--- src/rtl/serial_frame_rx.sv ---
// Serial frame receiver: start bit, WIDTH data bits MSB-first, stop bit, valid/ready output.
// Optional even-parity bit between data and stop when SERIAL_FRAME_RX_PARITY_EN is defined.
module serial_frame_rx #(
  parameter int WIDTH = 8
) (
  input  logic             clk,
  input  logic             rst,
  input  logic             si,
  input  logic             ready,
  input  logic             clr_err,
  output logic [WIDTH-1:0] data_out,
  output logic             valid,
  output logic             busy,
  output logic             frame_err,
`ifdef SERIAL_FRAME_RX_PARITY_EN
  output logic             overrun,
  output logic             parity_err
`else
  output logic             overrun
`endif
);

  localparam int CW = (WIDTH > 2) ? $clog2(WIDTH) : 1;
  localparam logic [CW-1:0] LAST = CW'(WIDTH - 1);

  typedef enum logic [1:0] {IDLE, DATA, PARITY, STOP} state_t;

  state_t           state, state_nxt;
  logic [WIDTH-1:0] sh;
  logic [CW-1:0]    cnt;
  logic             par_bad;
  logic             word_ok, load, drop, stop_bad;

  always_ff @(posedge clk or posedge rst) begin
    if (rst) state <= IDLE;
    else     state <= state_nxt;
  end

  always_comb begin
    state_nxt = state;
    unique case (state)
      IDLE:   if (!si) state_nxt = DATA;
      DATA: begin
        if (cnt == LAST) begin
`ifdef SERIAL_FRAME_RX_PARITY_EN
          state_nxt = PARITY;
`else
          state_nxt = STOP;
`endif
        end
      end
      PARITY: state_nxt = STOP;
      STOP:   state_nxt = IDLE;
      default: state_nxt = IDLE;
    endcase
  end

  // A good word either loads (output free or being consumed this edge) or is dropped.
  always_comb begin
    busy     = (state != IDLE);
    stop_bad = (state == STOP) && !si;
    word_ok  = (state == STOP) && si && !par_bad;
    load     = word_ok && (!valid || ready);
    drop     = word_ok && valid && !ready;
  end

  always_ff @(posedge clk or posedge rst) begin
    if (rst) begin
      sh  <= '0;
      cnt <= '0;
    end else if (state == IDLE) begin
      cnt <= '0;
    end else if (state == DATA) begin
      sh  <= {sh[WIDTH-2:0], si};
      cnt <= cnt + CW'(1);
    end
  end

  always_ff @(posedge clk or posedge rst) begin
    if (rst) begin
      data_out  <= '0;
      valid     <= 1'b0;
      frame_err <= 1'b0;
      overrun   <= 1'b0;
    end else begin
      if (load) begin
        data_out <= sh;
        valid    <= 1'b1;
      end else if (valid && ready) begin
        valid    <= 1'b0;
      end
      frame_err <= stop_bad | (frame_err & ~clr_err);
      overrun   <= drop | (overrun & ~clr_err);
    end
  end

`ifdef SERIAL_FRAME_RX_PARITY_EN
  logic par_set;

  // Even parity: XOR over data bits and the parity bit must be zero.
  always_comb par_set = (state == PARITY) && ((^sh) ^ si);

  always_ff @(posedge clk or posedge rst) begin
    if (rst) begin
      par_bad    <= 1'b0;
      parity_err <= 1'b0;
    end else begin
      if (state == PARITY) par_bad <= par_set;
      parity_err <= par_set | (parity_err & ~clr_err);
    end
  end
`else
  assign par_bad = 1'b0;
`endif

endmodule

--- config.mk ---
export PLATFORM = sky130hd
export DESIGN_NAME = serial_frame_rx
export DESIGN_NICKNAME = d
export VERILOG_FILES = /design/src/rtl/serial_frame_rx.sv
export SDC_FILE = /design/constraint.sdc
export NUM_CORES = 1
export LEC_CHECK = 0
export BUFFER_PORTS_ARGS = -buffer_cell sky130_fd_sc_hd__buf_2
export CELL_PAD_IN_SITES_DETAIL_PLACEMENT = 2
export CELL_PAD_IN_SITES_GLOBAL_PLACEMENT = 2
export CORE_MARGIN = 2
export CORE_UTILIZATION = 35
export DETAILED_ROUTE_END_ITERATION = 10
export GPL_TIMING_DRIVEN = 0
export PLACE_DENSITY_LB_ADDON = 0.1
export SLEW_MARGIN = 25
export SYNTH_ARGS = -nofsm -noshare
export SYNTH_HDL_FRONTEND = slang
export SYNTH_SLANG_ARGS = --single-unit
--- constraint.sdc ---
create_clock -name clk -period 1.6 [get_ports clk]
set_input_delay 0.32 -clock clk [delete_from_list [all_inputs] [get_ports clk]]
set_output_delay 0.32 -clock clk [all_outputs]
set_load 0.03 [all_outputs]
==> Word level (Yosys, flattened, before mapping) <==
Index checks and enable logic that the tools add are counted.
{ "op_classes": {"n_shift": 0, "multipliers": 0, "add_sub_neg": 1, "n_reduce_logical": 16, "n_lt_le_gt_ge": 0, "bitwise": 6, "n_mux": 7, "n_eq_ne": 6, "div": 0} }
{ "op_table": {"columns": ["operator", "n"], "rows": [
  ["$pmux W2 S4", 1],
  ["$logic_and A1 B1 Y1", 6],
  ["$mux W3", 2],
  ["$reduce_bool A2 Y1", 3],
  ["$eq A2 B2 Y1 const B", 2],
  ["$mux W2", 2],
  ["$ne A2 B2 Y1 const B", 2],
  ["$reduce_and A2 Y1", 2],
  ["$add A3 B1 Y3 const B", 1],
  ["$eq A3 B3 Y1 const B", 1],
  ["$logic_not A1 Y1", 3],
  ["$and A1 B1 Y1", 2],
  ["$eq A2 B1 Y1 const B", 1],
  ["$logic_not A2 Y1", 1],
  ["$mux W1", 2],
  ["$not A1 Y1", 2],
  ["$or A1 B1 Y1", 2],
  ["$logic_or A1 B1 Y1", 1]
]} }
{ "word_totals": {"ff_bits": 24, "romBits": 0, "wordCells": 43, "in_bits": 5, "output_inout_bits": 12, "mem_bits_rw": 0, "mem_count": 0, "latchBits": 0} }

==> Longest topological paths before layout <==
{ "logic_depth": {"word_depth": 5, "ltp_mapped": 5} }

==> Worst setup path before layout <==
Ideal clock, no wire load.
{ "synth_path": {"kind": "register -> register", "from": "register state[0]", "to": "register state[1]", "arrival_time_ns": 1.278, "path_stages_with_launch": 5, "path_slack_ns": 0.197, "synth_period_minus_slack_ns": 1.403, "path_cell_list": "dfrtp_1 > inv_1 > ha_1 > a22oi_1 > mux2_2"} }
{ "synth_via": {"elab_chain_len": 3, "word_cells_on_any_way": 8, "classes_between": "eq/ne (5); mux (1); reduce/logical (2)"} }
{ "synth_rtl": {"columns": ["item", "line_no", "rtl"], "rows": [
  ["start: declaration", "28", "state_t state, state_nxt;"],
  ["start signal: assignment", "36", "else state <= state_nxt;"],
  ["$eq A2 B1 Y1 / $logic_not A2 Y1 (equally long branches)", "41", "unique case (state)"],
  ["$ne A2 B2 Y1 (no source line)", null, null],
  ["$reduce_and A2 Y1 (no source line)", null, null]
]} }
Parallel ways exist; a longest one is shown, timed or not.
A chain may end at the register's enable or synchronous reset.

==> Worst setup path in the final report <==
{ "layout_path": {"from": "register state[1]", "to": "output port busy"} }
{ "layout_via": {"elab_chain_len": 1} }
{ "layout_rtl": {"columns": ["item", "line_no", "rtl"], "rows": [
  ["$reduce_bool A2 Y1", "60", "busy = (state != IDLE);"],
  ["end: declaration", "13", "output logic busy,"]
]} }
No other way between the ends.

==> summary.md <==
| Metric | Value |
|---|---|
| Critical path required time | 1.28 ns |
| WL final | 1.76 mm |
| RSZ-0062 raised after global routing | yes |
| Fin crit period | 1.53 ns |
| Fin cells | ~120 |
| Ratio of cells with drive above 1 in the final layout | a little over half |
| Post-route ant nets | 0 |
| CTS Sinks | 24 |
| Total grt overflow | 0 |
| WS Path Type | reg2out |
| Placed Area | roughly 1200 µm² |
| Most numerous cell in the Yosys netlist | dfrtp_1 |
| PD cells | ~2300 nW/µm² |
| Leading area contributor after synthesis | dfrtp_1 |
| Placed Cells | 118 |
| Slowest stage delay, CP | roughly 0.43 ns |
| Setup violations, final | 0 |
| Slowest CP cell | dfrtp_1 |
| Ports | 17 |
| Synth-to-layout area growth | 19.6% |
| Hold Slack | 0.168 ns |
| Final Hold Fails | 0 |
| Routed vias | between 500 and 600 |
| Die ar. | between 3000 and 4000 µm² |
| Row cnt | 19 |
| Share of the synthesized area in the top cell type | a little under three fifths |
| Post-Syn Instances | 71 |
| CP Launch Type | register |
| Drt pass-1 iters | 2 |
| Crit share post-route | between 90 and 100% |
| Ant. Diodes | 0 |
| Post-route DRC violation count | 0 |
| Arrival @ worst endpoint | ~1.2 ns |
| Setup crit end kind | primary output |
| Register area share after synthesis | approximately 57% |
| DP HPWL | approximately 1.3 mm |
| Hold Crit Class | in2async |
| Initial Utilization | approximately 37% |
| Setup Total Neg Slack | 0 ns |
| Crit path cell chain | inv_2, ha_4, inv_1, buf_2 |
| Hold-fix buffers, CTS | 0 |
| Synth area leaders | dfrtp_1, mux2_4, mux2_2, ha_1, mux2i_1 |
| CORE AREA | between 2000 and 3000 µm² |
| Worst vdd ir | 0.862 mV |
| Clk slew on worst S/H paths | roughly 0.14 ns |
| Total clock buffers created by CTS | 3 |
| Clock Skews | slightly above 0.007 ns |
| Initial antenna violation count | 0 |
| Synth cell types | 16 |
| Post-route cell area | around 1300 µm² |
| Max Slew Vio Count | 0 |
| # port buffers | 16 |
| DIE WIDTH | slightly below 60 µm |
| GR Util All Layers | between 10% and 20% |
| Leakage power total | 0.621 nW |
| Worst slew pin tran | just under 0.9 ns |
| Final core occ | 44.8% |
| Status | finished, final reports clean |
| Synth Cell Area | ~1100 µm² |
| Vias in the first global route | ~650 |
| Yosys reg bits | 24 |
| Fin nets | 105 |
| Synth Flop Type | dfrtp_1 |
| Die span in y | approximately 59 µm |
| Ys async rst share | 100% |
| F_max | about 650 MHz |
| CP Max Fanout | 5 |
| Via density | 4.81 |
| Max_slew headroom | 40.3% |
| CTS tree | yes |
| Mapped Nets | 82 |
| Avg Inst Size Synth | 14.8 µm² |
| Largest net degree at the start of global routing | 25 |
| Max-cap violations | 0 |
| Final GP Congestion | about 0.64 |
| Clock Latency Late Sink | slightly above 0.3 ns |
| Yosys warnings | 0 |
| EDFF count, synth | 0 |
| Wire length per cell | about 14 µm |
| Clock root buffer | clkbuf_4 |
| First-pass GRT wire length | 3.06 mm |
| Synth top cells by count | dfrtp_1, mux2_2, inv_1, mux2_4, ha_1 |
| DR iter-0 viols | 21 |
| H-Tree Depth | 1 |
| Clock Path Buffers | 2 |
-- power breakdown --
part	leakage, nW	total, mW	switching [mW]	internal, mW
Combinational	0.305	1.41	0.718	0.697
Sequential	0.288	1.09	0.182	0.908
Clock	0.0279	0.441	0.187	0.253
-- final cells by class --
cell class	instances	area, µm²
Fill cell	300	1550
Clock inverter	1	30.0
Buffer	2	16.3
Timing Repair Buffer	18	95.1
Inverter	8	30.0
Multi-Input combinational cell	37	424
Clock buffer	3	22.5
Tap cell	31	38.8
Sequential cell	24	601
-- state kept, by name (all words and copies together) (netlist names) --
name and cells:
cnt 3, data_out 8, sh 8, frame_err 1, overrun 1, valid 1
state 2
-- per-layer routing --
metal | global-route usage (%) | up-vias | part of all wire (%)
li1 | - | 276 | -
met5 | 0 | - | 0
met4 | 3.90 | 0 | 0.45
met3 | 1.98 | 2 | 3.8
met1 | 15.4 | 308 | 47
met2 | 20.5 | 11 | 48
-- logic make-up (layout without fill, tap and decap cells) --
logic type	count (synthesis)	count (layout)	share of synthesized area (%)
buffers and inverters	10	32	4.40
AOI/OAI and AO/OA	3	3	1.90
xor gates and xnor gates	1	1	0.833
DFF	24	24	57.1
muxes	20	20	23.9
adders and majority gates	6	6	7.14
and+or+nand+nor	7	7	4.64
-- final timing paths --
check,startpoint,endpoint,slack (ns),cells past startpoint
worst max-delay path,state[1],busy,0.07,4
worst min-delay path,rst,data_out[7],0.17,2
worst max register to register,state[0],state[1],0.08,4
worst min register to register,data_out[3],data_out[3],0.52,1
max in group asynchronous,rst,cnt[0],0.88,2
min in group clk,clr_err,frame_err,0.19,2
-- worst max-delay path, delay by kind of cell, from the launching register on --
| kind | cells | cell delay [ns] |
|---|---|---|
| adders and majority gates | 1 | 0.16 |
| buffers and inverters | 3 | 0.30 |
| DFF | 1 | 0.43 |
-- stage by stage --
stage	setup WS, ns	power [mW]
after floorplan	0.197	2.14
final	0.0688	2.94
after global routing	-0.00585	3.19
after CTS	0.0327	2.99
after global placement	0.0804	2.40
after detailed placement	0.0519	2.47
-- cells in the final DEF (no fill, tap or decap), drive strengths merged --
| cell type | count |
|---|---|
| o22ai | 2 |
| buf | 20 |
| xnor2 | 1 |
| inv | 8 |
| nor2b | 1 |
| nor2 | 3 |
| mux2i | 3 |
| clkbuf | 3 |
| ha | 6 |
| bufinv | 1 |
| a22oi | 1 |
| nand2b | 1 |
| mux2 | 17 |
| nand2 | 2 |
| dfrtp | 24 |
-- repair_timing --
action / CTS / global route
resized for setup: 4 / 2
setup buffers: 1 / 1
pin swaps: 0 / 1
setup endpoints to repair: 1 / 2
Note: power is estimated with default switching activity, not from simulation.
